### src/rtl/mod_const_mac_pipe_pkg.sv
// Shared helpers and types for the constant residue multiply/accumulate pipe.
package mod_calc_pkg;

  // Widest residue this unit supports (MOD <= 65535).
  localparam int DATA_MAX_W = 16;

  function automatic int clog2_f(input int v);
    int r;
    r = 0;
    while ((1 << r) < v) r++;
    return r;
  endfunction

  // floor(2^(2W) / MOD); 64-bit math so that W = 16 does not overflow.
  function automatic longint barrett_mu(input int m, input int w);
    return (longint'(1) << (2 * w)) / longint'(m);
  endfunction

  function automatic int const_reduce(input int c, input int m);
    return c % m;
  endfunction

  typedef enum logic [1:0] {
    MODE_MUL    = 2'b00,
    MODE_MAC    = 2'b01,
    MODE_CLRMAC = 2'b10
  } mode_e;

  typedef struct packed {
    logic                  valid;
    logic                  err;
    mode_e                 mode;
    logic [DATA_MAX_W-1:0] data;
  } stage_t;

endpackage

### src/rtl/mod_const_mac_pipe_if.sv
// Input/output stream bundle of the residue multiply/accumulate pipe.
interface mod_const_mac_pipe_if #(
  parameter int W = 6
);
  logic         in_valid;
  logic         in_ready;
  logic [W-1:0] in_data;
  logic [1:0]   in_mode;
  logic         out_valid;
  logic         out_ready;
  logic [W-1:0] out_data;
  logic         out_err;
  logic [W-1:0] acc_value;

  modport master (
    output in_valid, in_data, in_mode, out_ready,
    input  in_ready, out_valid, out_data, out_err, acc_value
  );

  modport slave (
    input  in_valid, in_data, in_mode, out_ready,
    output in_ready, out_valid, out_data, out_err, acc_value
  );
endinterface

### src/rtl/mod_const_mac_pipe_barrett.sv
// Barrett reduction of a 2W-bit product: estimate registered in S2,
// final correction subtractions are combinational into S3.
module mod_reduce_barrett
  import mod_calc_pkg::*;
#(
  parameter int MOD = 53,
  parameter int W   = 6
) (
  input  logic           clk,
  input  logic           en_i,
  input  logic [2*W-1:0] p_i,
  output logic [W-1:0]   res_o
);

  localparam logic [W:0]   MU    = (W + 1)'(barrett_mu(MOD, W));
  localparam logic [W:0]   MOD_L = (W + 1)'(MOD);
  localparam logic [W+1:0] MOD_R = (W + 2)'(MOD);

  logic [W:0]     q;
  logic [2*W+1:0] qm;
  logic [W+1:0]   r_d, r_q;
  logic [W+1:0]   t1, t2;

  // Quotient estimate and remainder; the remainder is below 3*MOD so W+2 bits hold it.
  always_comb begin
    q   = (W + 1)'(({{(W + 1){1'b0}}, p_i} * {{(2 * W){1'b0}}, MU}) >> (2 * W));
    qm  = {{(W + 1){1'b0}}, q} * {{(W + 1){1'b0}}, MOD_L};
    r_d = (W + 2)'({2'b00, p_i} - qm);
  end

  // S2 register: holds the unreduced remainder.
  always_ff @(posedge clk) begin
    if (en_i) r_q <= r_d;
  end

  // Two conditional subtractions bring the remainder into 0..MOD-1.
  always_comb begin
    t1    = (r_q >= MOD_R) ? r_q - MOD_R : r_q;
    t2    = (t1 >= MOD_R) ? t1 - MOD_R : t1;
    res_o = W'(t2);
  end

endmodule

### src/rtl/mod_const_mac_pipe.sv
// Streaming (x * CONST) mod MOD with optional modular accumulate.
// S1 registers the beat, S2 holds the Barrett remainder, S3 is the output.
module mod_const_mac_pipe
  import mod_calc_pkg::*;
#(
  parameter int MOD   = 53,
  parameter int CONST = 400
) (
  input logic                 clk,
  input logic                 rst,
  mod_const_mac_pipe_if.slave bus
);

  localparam int         W     = clog2_f(MOD);
  localparam logic [W-1:0] K_L = W'(const_reduce(CONST, MOD));
  localparam logic [W:0] MOD_L = (W + 1)'(MOD);

  stage_t         s1_q, s1_d;
  logic           v2_q, err2_q;
  mode_e          mode2_q;
  logic           v3_q, err3_q;
  logic [W-1:0]   out_q, acc_q;
  logic [W-1:0]   res_s2, res_d, acc_d, acc_mac;
  logic [W:0]     acc_sum;
  logic [2*W-1:0] p_s1;
  logic           ld1, ld2, ld3;

  // A stage loads when it is empty or its contents move on downstream.
  assign ld3 = ~v3_q | bus.out_ready;
  assign ld2 = ~v2_q | ld3;
  assign ld1 = ~s1_q.valid | ld2;

  assign bus.in_ready  = ld1 & ~rst;
  assign bus.out_valid = v3_q;
  assign bus.out_data  = out_q;
  assign bus.out_err   = err3_q;
  assign bus.acc_value = acc_q;

  // Capture the incoming beat; the reserved mode folds to plain multiply.
  always_comb begin
    s1_d       = '0;
    s1_d.valid = bus.in_valid;
    s1_d.err   = ({1'b0, bus.in_data} >= MOD_L);
    s1_d.mode  = (bus.in_mode == 2'b11) ? MODE_MUL : mode_e'(bus.in_mode);
    s1_d.data  = DATA_MAX_W'(bus.in_data);
  end

  // S1 register.
  always_ff @(posedge clk) begin
    if (rst)      s1_q <= '0;
    else if (ld1) s1_q <= s1_d;
  end

  // Error beats feed a zero product so the reducer never sees out-of-range data.
  assign p_s1 = s1_q.err ? '0 : (2 * W)'(32'(s1_q.data) * 32'(K_L));

  mod_reduce_barrett #(.MOD(MOD), .W(W)) u_reduce (
    .clk  (clk),
    .en_i (ld2),
    .p_i  (p_s1),
    .res_o(res_s2)
  );

  // S2 control fields travel alongside the remainder held in the reducer.
  always_ff @(posedge clk) begin
    if (rst) begin
      v2_q    <= 1'b0;
      err2_q  <= 1'b0;
      mode2_q <= MODE_MUL;
    end else if (ld2) begin
      v2_q    <= s1_q.valid;
      err2_q  <= s1_q.err;
      mode2_q <= s1_q.mode;
    end
  end

  // Result and accumulator next value; acc + res never exceeds 2*MOD-2.
  always_comb begin
    acc_sum = {1'b0, acc_q} + {1'b0, res_s2};
    acc_mac = (acc_sum >= MOD_L) ? W'(acc_sum - MOD_L) : W'(acc_sum);
    res_d   = res_s2;
    acc_d   = acc_q;
    if (err2_q) begin
      res_d = '0;
    end else begin
      case (mode2_q)
        MODE_MAC: begin
          acc_d = acc_mac;
          res_d = acc_mac;
        end
        MODE_CLRMAC: acc_d = res_s2;
        default:     acc_d = acc_q;
      endcase
    end
  end

  // S3 output register; the accumulator commits only when its beat loads S3.
  always_ff @(posedge clk) begin
    if (rst) begin
      v3_q   <= 1'b0;
      out_q  <= '0;
      err3_q <= 1'b0;
      acc_q  <= '0;
    end else if (ld3) begin
      v3_q <= v2_q;
      if (v2_q) begin
        out_q  <= res_d;
        err3_q <= err2_q;
        acc_q  <= acc_d;
      end
    end
  end

endmodule

### src/flat_wrapper.sv
// flat-port wrapper written by rule: the top's interface ports become plain ports
module mod_const_mac_pipe_flat import mod_calc_pkg::*;
#(
  parameter int MOD   = 53,
  parameter int CONST = 400
)
  (clk, rst, bus_in_valid, bus_in_data, bus_in_mode, bus_out_ready, bus_in_ready, bus_out_valid, bus_out_data, bus_out_err, bus_acc_value);
  mod_const_mac_pipe_if #(.W(6)) bus_i ();
  input logic clk;
  input logic rst;
  input wire logic [$bits(bus_i.in_valid)-1:0] bus_in_valid;
  input wire logic [$bits(bus_i.in_data)-1:0] bus_in_data;
  input wire logic [$bits(bus_i.in_mode)-1:0] bus_in_mode;
  input wire logic [$bits(bus_i.out_ready)-1:0] bus_out_ready;
  output wire logic [$bits(bus_i.in_ready)-1:0] bus_in_ready;
  output wire logic [$bits(bus_i.out_valid)-1:0] bus_out_valid;
  output wire logic [$bits(bus_i.out_data)-1:0] bus_out_data;
  output wire logic [$bits(bus_i.out_err)-1:0] bus_out_err;
  output wire logic [$bits(bus_i.acc_value)-1:0] bus_acc_value;
  assign bus_i.in_valid = bus_in_valid;
  assign bus_i.in_data = bus_in_data;
  assign bus_i.in_mode = bus_in_mode;
  assign bus_i.out_ready = bus_out_ready;
  assign bus_in_ready = bus_i.in_ready;
  assign bus_out_valid = bus_i.out_valid;
  assign bus_out_data = bus_i.out_data;
  assign bus_out_err = bus_i.out_err;
  assign bus_acc_value = bus_i.acc_value;
  mod_const_mac_pipe #(.MOD(MOD), .CONST(CONST)) u_core (.clk(clk), .rst(rst), .bus(bus_i));
endmodule
### config.mk
export PLATFORM = sky130hd
export DESIGN_NAME = mod_const_mac_pipe_flat
export DESIGN_NICKNAME = d
export VERILOG_FILES = /design/src/rtl/mod_const_mac_pipe_pkg.sv /design/src/rtl/mod_const_mac_pipe_if.sv /design/src/rtl/mod_const_mac_pipe_barrett.sv /design/src/rtl/mod_const_mac_pipe.sv /design/src/flat_wrapper.sv
export SDC_FILE = /design/constraint.sdc
export NUM_CORES = 1
export LEC_CHECK = 0
export CAP_MARGIN = 20
export CORE_UTILIZATION = 40
export CTS_BUF_LIST = sky130_fd_sc_hd__clkbuf_8
export DETAILED_ROUTE_END_ITERATION = 10
export GPL_TIMING_DRIVEN = 0
export PLACE_DENSITY = 0.57
export SLEW_MARGIN = 15
export SYNTH_ARGS = -nofsm -noshare
export SYNTH_HDL_FRONTEND = slang
export SYNTH_SLANG_ARGS = --single-unit
### constraint.sdc
create_clock -name clk -period 10 [get_ports clk]
set_input_delay 1 -clock clk [delete_from_list [all_inputs] [get_ports clk]]
set_output_delay 1 -clock clk [all_outputs]
set_load 0.02 [all_outputs]
==> results.json, run 1 <==
{
  "r2r_slack_ps": 520,
  "cts_buffers": 5,
  "cts_resized": 0,
  "dr.pass1.iters": 7,
  "drv_slew": 0,
  "ys_seq_area_share_pct": 16.53,
  "cts_tree": "yes",
  "reg2reg_depth": 36,
  "cp_slowest_cell": "fa_1",
  "grt_pass1_wl_um": 16930,
  "place_area_um2": 5284,
  "finalHoldViolCount": 0,
  "netlist-cell-type-count": 66,
  "layout_min_cycle_time_ps": 9477,
  "synth_edf_count": 8,
  "worstReg2RegStart": "u_core.s1_q[1]",
  "postCtsHoldBufs": 0,
  "port_buffers": 26,
  "pin_count": 27,
  "min_to": "u_core.s1_q[16]",
  "drt.antenna.violating_nets": 0,
  "drt_first_iter_violations": 114,
  "die_x_um": 112.1,
  "arrival_ps": 9500,
  "met3_usage_pct": 1.296,
  "clkLatencyLatePin_ps": 280,
  "design_area_um2": 5414,
  "endpoint_kind": "flop",
  "avgSynthCellArea_um2": 8.713,
  "tightest_slew_ps": 517.1,
  "use_met2_pct": 29.81,
  "core_area_um2": 11610,
  "min_path_cells": 2,
  "start_util_pct": 41.72,
  "drive_above_1_share_pct": 5.424,
  "num_antenna_cells": 0,
  "cp.required_ps": 10020,
  "synth_flop_cell": "dfxtp_1",
  "grt_pass1_vias": 3793,
  "status": "complete, but fails checks",
  "setup.worst_path.class": "reg2reg",
  "num-fill-cells": 1182,
  "fin_tns_setup_ps": 0,
  "hp-class": "reg2reg",
  "ys_ff_latch": 36,
  "yosys_warnings": 0,
  "die_h_um": 112.1,
  "multi_input_area_um2": 3670,
  "critical-path-max-stage-delay_ps": 550,
  "drc": 1,
  "fmax_mhz": 105.5,
  "row_count": 39,
  "syn_nets": 690,
  "path_max_fanout": 5,
  "area_growth_pct": 11.75,
  "failed_checks": "DRC",
  "syn_inst": 556,
  "finalSetupViolCount": 0,
  "dieArea_um2": 12560,
  "hpwlAfterDp_um": 8231,
  "busiest_layer": "met2",
  "grt.overflow.total": 0,
  "cts_sinks": 36,
  "slew_headroom_pct": 65.32,
  "avgRoutedWirePerCell_um": 13.04,
  "drt_wl_total_um": 9561,
  "period_share_pct": 94.77,
  "seqCellArea_um2": 802.0,
  "layout.nets": 723,
  "vias_per_cell": 5.143,
  "cts_setup_buffers": 0,
  "skew_ps": 11.62,
  "netlist_area_um2": 4845,
  "via_count": 3770,
  "gp_congestion": 0.7989,
  "worst_setup_path_start_kind": "flop",
  "reg2reg_to": "u_core.u_reduce.r_q[7]",
  "grtUsageTotal_pct": 16.25,
  "antenna_found_initial": 0,
  "cts_buffer_depth": 2,
  "drv_cap": 0,
  "final_util_pct": 46.62,
  "root_buffer": "clkbuf_8",
  "use_met1_pct": 20.69,
  "hold_start": "u_core.s1_q[16]",
  "h-tree-depth": 2,
  "clk_pin_slew_ps": 70,
  "async_flop_share_pct": 0,
  "grt_max_degree": 13
}
[placed cells by master, fill, tap and decap left out, types with 3 or more instances in the layout]
cell type	synthesis	layout
mux2_2	3	3
nand2_1	37	37
inv_1	90	90
nand3b_1	5	5
xnor2_1	31	30
nand2b_1	10	10
o211ai_1	3	3
o21bai_1	5	5
a311oi_1	3	3
a21oi_1	39	37
fa_1	27	27
a221oi_1	4	4
nor3_1	6	6
clkdlybuf4s50_1	0	26
nor2b_1	10	10
or3_1	6	6
nand4_1	3	3
clkbuf_1	9	9
clkbuf_8	0	5
a211oi_1	7	7
mux2i_1	7	7
o2111ai_1	3	3
or2_2	3	3
a21o_1	6	6
xor2_1	9	9
nand3_1	7	7
nor2_1	23	22
edfxtp_1	8	8
dfxtp_1	28	27
o21a_1	7	7
ha_1	95	95
o21ai_0	19	18
[critical path: cells and delay by family (launching register included)]
family	cells	cell delay (ps)
AND/OR/NAND/NOR	2	350
XOR/XNOR	5	730
adder cells (fa/ha/maj)	13	5280
AO/OA/AOI/OAI	8	1510
buffers and inverters	7	460
multiplexers	1	440
flip-flops	1	410
[synthesized netlist by cell type (all sizes together) (3+ instances only)]
library cell	instances	share of area, %
ha	95	25
inv	90	7.0
a21oi	39	4.0
nand2	37	2.9
xnor2	32	5.9
dfxtp	28	12
fa	27	11
nor2	24	1.9
o21ai	21	2.3
clkbuf	10	0.80
nand2b	10	1.3
nor2b	10	1.3
xor2	9	1.6
edfxtp	8	5.0
o21a	8	1.4
a211oi	7	1.1
mux2i	7	1.4
nand3	7	0.72
nor3	7	0.83
a21o	6	0.93
or3	6	0.77
nand3b	5	0.77
o21bai	5	0.77
a221oi	4	0.72
mux2	4	1.0
a311oi	3	0.54
and2	3	0.39
nand4	3	0.39
o2111ai	3	0.54
o211ai	3	0.46
or2	3	0.39
[sequential cells by signal, summed over array words and instances, names as in the netlist]
register and cells:
u_core.bus.out_err 1, u_core.v2_q 1, u_core.bus.out_data 6, u_core.s1_q 10, u_core.bus.acc_value 6, u_core.err2_q 1
u_core.bus.out_valid 1, u_core.mode2_q 2, u_core.u_reduce.r_q 8
[routing by layer]
metal | wire (um) | vias up
met2 | 4797 | 25
met4 | 95 | 0
met3 | 98 | 7
li1 | - | 1975
met1 | 4570 | 1763
met5 | 0 | -
[through the flow]
stage | worst slack [ps] | hold slack, ps | instances
2_1_floorplan | 1006 | 432.1 | 556
3_5_place_dp | 336.9 | 446.5 | 725
4_1_cts | 296.7 | 457.5 | 733
6_report | 523.2 | 453.8 | 733
5_1_grt | -6.903 | 487.0 | 733
3_3_place_gp | 415.6 | 441.7 | 725
[worst max-delay path by stage]
stage | slack [ps] | start | depth (start not counted) | to
2_1_floorplan | 1010 | u_core.s1_q[3] | 37 | u_core.u_reduce.r_q[7]
3_3_place_gp | 420 | u_core.s1_q[3] | 37 | u_core.u_reduce.r_q[7]
3_5_place_dp | 340 | u_core.s1_q[1] | 37 | u_core.u_reduce.r_q[7]
4_1_cts | 300 | u_core.s1_q[3] | 38 | u_core.u_reduce.r_q[7]
5_1_grt | -7 | u_core.s1_q[1] | 36 | u_core.u_reduce.r_q[7]
6_report | 520 | u_core.s1_q[1] | 36 | u_core.u_reduce.r_q[7]
[kinds of logic (layout without fill, tap and decap cells)]
| kind of cell | Yosys count | after routing | share of synthesized area (%) |
|---|---|---|---|
| buf+inv | 102 | 136 | 8.083 |
| fa+ha+maj | 122 | 122 | 35.69 |
| flops | 36 | 36 | 16.53 |
| compound gates | 117 | 117 | 16.09 |
| simple gates | 127 | 127 | 13.59 |
| xor+xnor | 41 | 41 | 7.567 |
| mux | 11 | 11 | 2.453 |
[layout make-up]
| class | count | area share, % |
|---|---|---|
| repair buffers | 26 | 4.807 |
| plain buffers | 12 | 0.9938 |
| inverters | 90 | 6.240 |
| multi-input cells | 418 | 67.78 |
| clock inverters | 3 | 0.7858 |
| clock buffers | 5 | 1.271 |
| well taps | 143 | 3.305 |
| flip-flops and latches | 36 | 14.81 |
Power of run 1 is left out: the tool's default activity adds up to more than one toggle a clock period on the data nets, which glitch-free logic cannot reach.
==> run 2, diff against run 1 <==
--- a/config.mk
+++ b/config.mk
@@ -11,7 +11,9 @@
 export DETAILED_ROUTE_END_ITERATION = 10
 export GPL_TIMING_DRIVEN = 0
 export PLACE_DENSITY = 0.57
+export SKIP_LAST_GASP = 1
 export SLEW_MARGIN = 15
 export SYNTH_ARGS = -nofsm -noshare
 export SYNTH_HDL_FRONTEND = slang
+export SYNTH_HIERARCHICAL = 1
 export SYNTH_SLANG_ARGS = --single-unit
==> results.json, run 2 <==
{
  "synth_compound_area_share_pct": 17.94,
  "endpoint_kind": "flop",
  "reg2reg_to": "u_core/u_reduce/r_q[7]",
  "slew_headroom_pct": 52.88,
  "drv_slew": 0,
  "die_h_um": 117.0,
  "top_register": "u_core/s1_q",
  "netlist.top_cell.by_area": "ha_1",
  "yosys.area_share.adder_pct": 35.55,
  "fin_tns_setup_ps": 0,
  "port_buffers": 25,
  "setup.worst_path.class": "reg2reg",
  "grt.overflow.total": 0,
  "yosys_warnings": 6,
  "clkLatencyLatePin_ps": 290,
  "cts_sinks": 36,
  "grt_pass1_wl_um": 18870,
  "ys_ff_latch": 36,
  "avgSynthCellArea_um2": 8.678,
  "synth_top_area_share_pct": 24.58,
  "clk_pin_slew_ps": 80,
  "area_growth_pct": 11.72,
  "drt_first_iter_violations": 134,
  "status": "completed",
  "layout_min_cycle_time_ps": 9475,
  "finalSetupViolCount": 0,
  "grt_max_degree": 12,
  "cts_buffer_depth": 2,
  "die_x_um": 117.0,
  "drt_wl_total_um": 10830,
  "hpwlAfterDp_um": 9112,
  "drv_cap": 0,
  "synth-xor-area-share_pct": 8.178,
  "start_util_pct": 41.44,
  "period_share_pct": 94.75,
  "grtUsageTotal_pct": 17.38,
  "core_area_um2": 12770,
  "netlist-cell-type-count": 77,
  "r2r_slack_ps": 530,
  "ys_seq_area_share_pct": 15.13,
  "synth_simple_gate_area_share_pct": 13.71,
  "path_max_fanout": 5,
  "hp-class": "reg2reg",
  "gp_congestion": 0.8956,
  "finalHoldViolCount": 0,
  "antenna_found_initial": 0,
  "cts_tree": "yes",
  "muxShareOfSynthArea_pct": 0.9927,
  "critical-path-max-stage-delay_ps": 530,
  "synth_most_common_cell": "ha_1",
  "layout.nets": 792,
  "dieArea_um2": 13700,
  "rsz0062_at_grt": "false",
  "syn_inst": 610,
  "min_to": "u_core/s1_q[17]",
  "netlist_area_um2": 5294,
  "fmax_mhz": 105.5,
  "synth_top_family_by_area": "adder cells",
  "num_antenna_cells": 0,
  "dr.pass1.iters": 4,
  "synth_edf_count": 8,
  "h-tree-depth": 2,
  "drive_above_1_share_pct": 6.173,
  "vias_per_cell": 5.155,
  "worst_setup_path_start_kind": "flop",
  "avgRoutedWirePerCell_um": 13.21,
  "pin_count": 27,
  "mostFrequentLayoutCells": "inv_1 (104), ha_1 (104), nand2_1 (37), a21oi_1 (37), nor2_1 (30)",
  "root_buffer": "clkbuf_8",
  "min_path_cells": 2,
  "synth_flop_cell": "dfxtp_1",
  "place_area_um2": 5771,
  "worstReg2RegStart": "u_core/s1_q[1]",
  "num-fill-cells": 1274,
  "async_flop_share_pct": 0,
  "skew_ps": 18.35,
  "postCtsHoldBufs": 0,
  "tightest_slew_ps": 701.7,
  "cp.required_ps": 10020,
  "reg2reg_depth": 35,
  "arrival_ps": 9490,
  "hold_start": "u_core/s1_q[17]",
  "cp_slowest_cell": "fa_1",
  "cts_buffers": 5,
  "ys_top_cells_by_count": "ha_1 (104), inv_1 (103), a21oi_1 (38)",
  "grt_pass1_vias": 4236,
  "drt.antenna.violating_nets": 0,
  "synth.area.top_cells": "ha_1 (25%), fa_1 (11%), dfxtp_1 (11%)",
  "row_count": 41,
  "final_util_pct": 46.30,
  "largest_reg_flops": 10,
  "via_count": 4227,
  "top_regs": "u_core/s1_q: 10 flops, u_core/u_reduce/r_q: 8 flops",
  "design_area_um2": 5914,
  "drc": 0
}
## run 2: changes by cell type after synthesis, sizes merged, moves of 5 or more
cell,change
o21ai,+10
inv,+13
nor2,+7
ha,+9
o21a,-7
xor2,+5
## run 2: logic make-up after synthesis
logic type,count (synthesis)
buffers and inverters,118
adders and majority gates,133
xor gates and xnor gates,44
AOI/OAI and AO/OA,135
muxes,5
DFF,36
and+or+nand+nor,138
other,1
## run 2: critical path, delay by kind of cell (launching register included)
kind | cells | cell delay, ps
AOI/OAI and AO/OA | 9 | 1690
xor gates and xnor gates | 3 | 750
adders and majority gates | 14 | 5710
buffers and inverters | 7 | 380
DFF | 1 | 400
and+or+nand+nor | 2 | 260
## run 2: per-stage QoR
stage | hold WS (ps) | worst slack, ps | instances
final | 462.8 | 525.2 | 820
after global routing | 478.8 | 3.377 | 820
after CTS | 460.2 | 199.9 | 818
after detailed placement | 447.9 | 244.3 | 810
after global placement | 447.7 | 294.3 | 810
after floorplan | 432.1 | 936.0 | 613
## run 2: worst max path at each step
| stage | from | end | slack [ps] | cells after the start |
|---|---|---|---|---|
| floorplan | u_core/s1_q[3] | u_core/u_reduce/r_q[7] | 940 | 35 |
| global placement | u_core/s1_q[3] | u_core/u_reduce/r_q[7] | 290 | 35 |
| detailed placement | u_core/s1_q[3] | u_core/u_reduce/r_q[7] | 240 | 35 |
| CTS | u_core/s1_q[3] | u_core/u_reduce/r_q[7] | 200 | 35 |
| global route | u_core/s1_q[1] | u_core/u_reduce/r_q[7] | 3 | 35 |
| finish | u_core/s1_q[1] | u_core/u_reduce/r_q[7] | 530 | 35 |
## run 2: routing by layer
metal  GRT usage (%)  vias to the layer above  routed length [um]
met5               0                        -                   0
met4           5.232                        0                 169
met3           1.699                       12                 369
met2           31.36                       77                5319
met1           21.88                     1968                4973
li1                -                     2170                   -
## run 2: cell type report
type	count	area, um^2	share of cell area [%]
plain buffers	15	60.06	1.015
clock buffers	5	68.82	1.164
clock inverters	3	38.79	0.6558
inverters	103	386.6	6.537
multi-input cells	459	4076	68.92
flip-flops and latches	36	803.3	13.58
well taps	172	215.2	3.639
repair buffers	27	265.3	4.485
## run 2: what timing repair did
action                     in CTS  in global routing
gates resized for setup         0                  7
setup buffers                   0                  2
setup endpoints to repair       0                  1
Power of run 2 is left out for the same reason.
==> run 3, diff against run 2 <==
--- a/config.mk
+++ b/config.mk
@@ -6,6 +6,7 @@
 export NUM_CORES = 1
 export LEC_CHECK = 0
 export CAP_MARGIN = 20
+export CORE_ASPECT_RATIO = 1.2
 export CORE_UTILIZATION = 40
 export CTS_BUF_LIST = sky130_fd_sc_hd__clkbuf_8
 export DETAILED_ROUTE_END_ITERATION = 10
==> constraint.sdc (replaced) <==
create_clock -name clk -period 12.1 [get_ports clk]
set_input_delay 1.21 -clock clk [delete_from_list [all_inputs] [get_ports clk]]
set_output_delay 1.21 -clock clk [all_outputs]
set_load 0.02 [all_outputs]
==> results.json, run 3 (synthesis results as in run 2) <==
{
  "finalSetupViolCount": 0,
  "grt_max_degree": 14,
  "start_util_pct": 41.42,
  "grt_pass1_vias": 4271,
  "path_delay_family": "adder cells",
  "reg2reg_to": "u_core/u_reduce/r_q[7]",
  "cts_sinks": 36,
  "die_h_um": 128.0,
  "cp.required_ps": 12130,
  "tightest_slew_ps": 717.7,
  "period_share_pct": 81.17,
  "drt_wl_total_um": 10790,
  "cp_slowest_cell": "a2111oi_0",
  "grt.overflow.total": 0,
  "drc": 0,
  "avgRoutedWirePerCell_um": 13.31,
  "grt_pass1_wl_um": 19040,
  "dieArea_um2": 13700,
  "via_count": 4221,
  "rsz0062_at_grt": "false",
  "h-tree-depth": 2,
  "setup_ws_ps": 2278,
  "pin_count": 27,
  "skew_ps": 17.41,
  "layout.nets": 790,
  "endpoint_kind": "flop",
  "worstReg2RegStart": "u_core/s1_q[3]",
  "cp.buffers_inverters": 7,
  "critPathCapture": "u_core/u_reduce/r_q[7]",
  "layout_min_cycle_time_ps": 9822,
  "startpoint": "u_core/s1_q[3]",
  "mostFrequentLayoutCells": "ha_1 (104), inv_1 (103), a21oi_1 (38)",
  "core_area_um2": 12780,
  "path_max_fanout": 5,
  "grtUsageTotal_pct": 17.00,
  "drive_above_1_share_pct": 5.108,
  "hp-class": "reg2reg",
  "cts_buffers": 5,
  "setup.worst_path.class": "reg2reg",
  "drv_cap": 0,
  "finalHoldViolCount": 0,
  "hpwlAfterDp_um": 9093,
  "worst_setup_path_start_kind": "flop",
  "slew_headroom_pct": 51.81,
  "cts_tree": "yes",
  "root_buffer": "clkbuf_8",
  "path_depth": 33,
  "path_common_cell": "ha_1",
  "area_growth_pct": 10.52,
  "status": "completed",
  "fin_tns_setup_ps": 0,
  "final_common_cell": "ha_1",
  "fmax_mhz": 101.8,
  "pre_cts_ws_ps": 2241,
  "cts_setup_buffers": 0,
  "cts_resized": 0,
  "clk_pin_slew_ps": 80,
  "dr.pass1.iters": 4,
  "place_area_um2": 5761,
  "top_register": "u_core/s1_q",
  "vias_per_cell": 5.211,
  "row_count": 45,
  "drv_slew": 0,
  "postCtsHoldBufs": 0,
  "reg2reg_depth": 33,
  "critical-path-max-stage-delay_ps": 530,
  "arrival_ps": 9850,
  "clkLatencyLatePin_ps": 290,
  "die_x_um": 107.0,
  "drt.antenna.violating_nets": 0,
  "port_buffers": 25,
  "antenna_found_initial": 0,
  "min_path_cells": 2,
  "top_regs": "u_core/s1_q: 10 flops, u_core/u_reduce/r_q: 8 flops",
  "r2r_slack_ps": 2280,
  "gp_congestion": 0.8325,
  "cts_buffer_depth": 2,
  "drt_first_iter_violations": 123,
  "largest_reg_flops": 10,
  "design_area_um2": 5851,
  "num_antenna_cells": 0
}
[run 3: layer usage]
layer / track usage (%) / share of wire [%]
met1: 19.66 / 43
met2: 33.09 / 54
met3: 1.678 / 2.1
met4: 3.948 / 0.94
met5: 0 / 0
[run 3: how the worst min path moves through the flow]
| stage | startpoint | to |
|---|---|---|
| after floorplan | u_core/s1_q[16] | u_core/s1_q[16] |
| after global placement | u_core/s1_q[16] | u_core/s1_q[16] |
| after detailed placement | u_core/s1_q[17] | u_core/s1_q[17] |
| after CTS | u_core/s1_q[17] | u_core/s1_q[17] |
| after global routing | u_core/s1_q[17] | u_core/s1_q[17] |
| final | u_core/s1_q[17] | u_core/s1_q[17] |
[run 3: layout make-up]
type | count | area [um^2]
multi-input combinational | 459 | 4058
buffer | 15 | 60.06
timing repair buffer | 25 | 250.2
inverter | 103 | 386.6
sequential | 36 | 800.8
clock buffer | 5 | 68.82
clock inverter | 3 | 21.27
tap | 164 | 205.2
fill | 1280 | 6930
[run 3: per-stage QoR]
stage	std cells	utilization, %	hold slack [ps]
2_1_floorplan	613	-	432.1
3_3_place_gp	802	45.07	443.7
3_5_place_dp	802	45.07	453.8
4_1_cts	810	45.78	466.1
5_1_grt	810	45.78	483.3
6_report	810	45.78	463.8
[run 3: tightest hold or removal path, stage by stage, from the launching register on]
cell and delay [ps]:
dfxtp_1 320, nand2_1 50, a21oi_1 50
Power of run 3 is left out for the same reason.
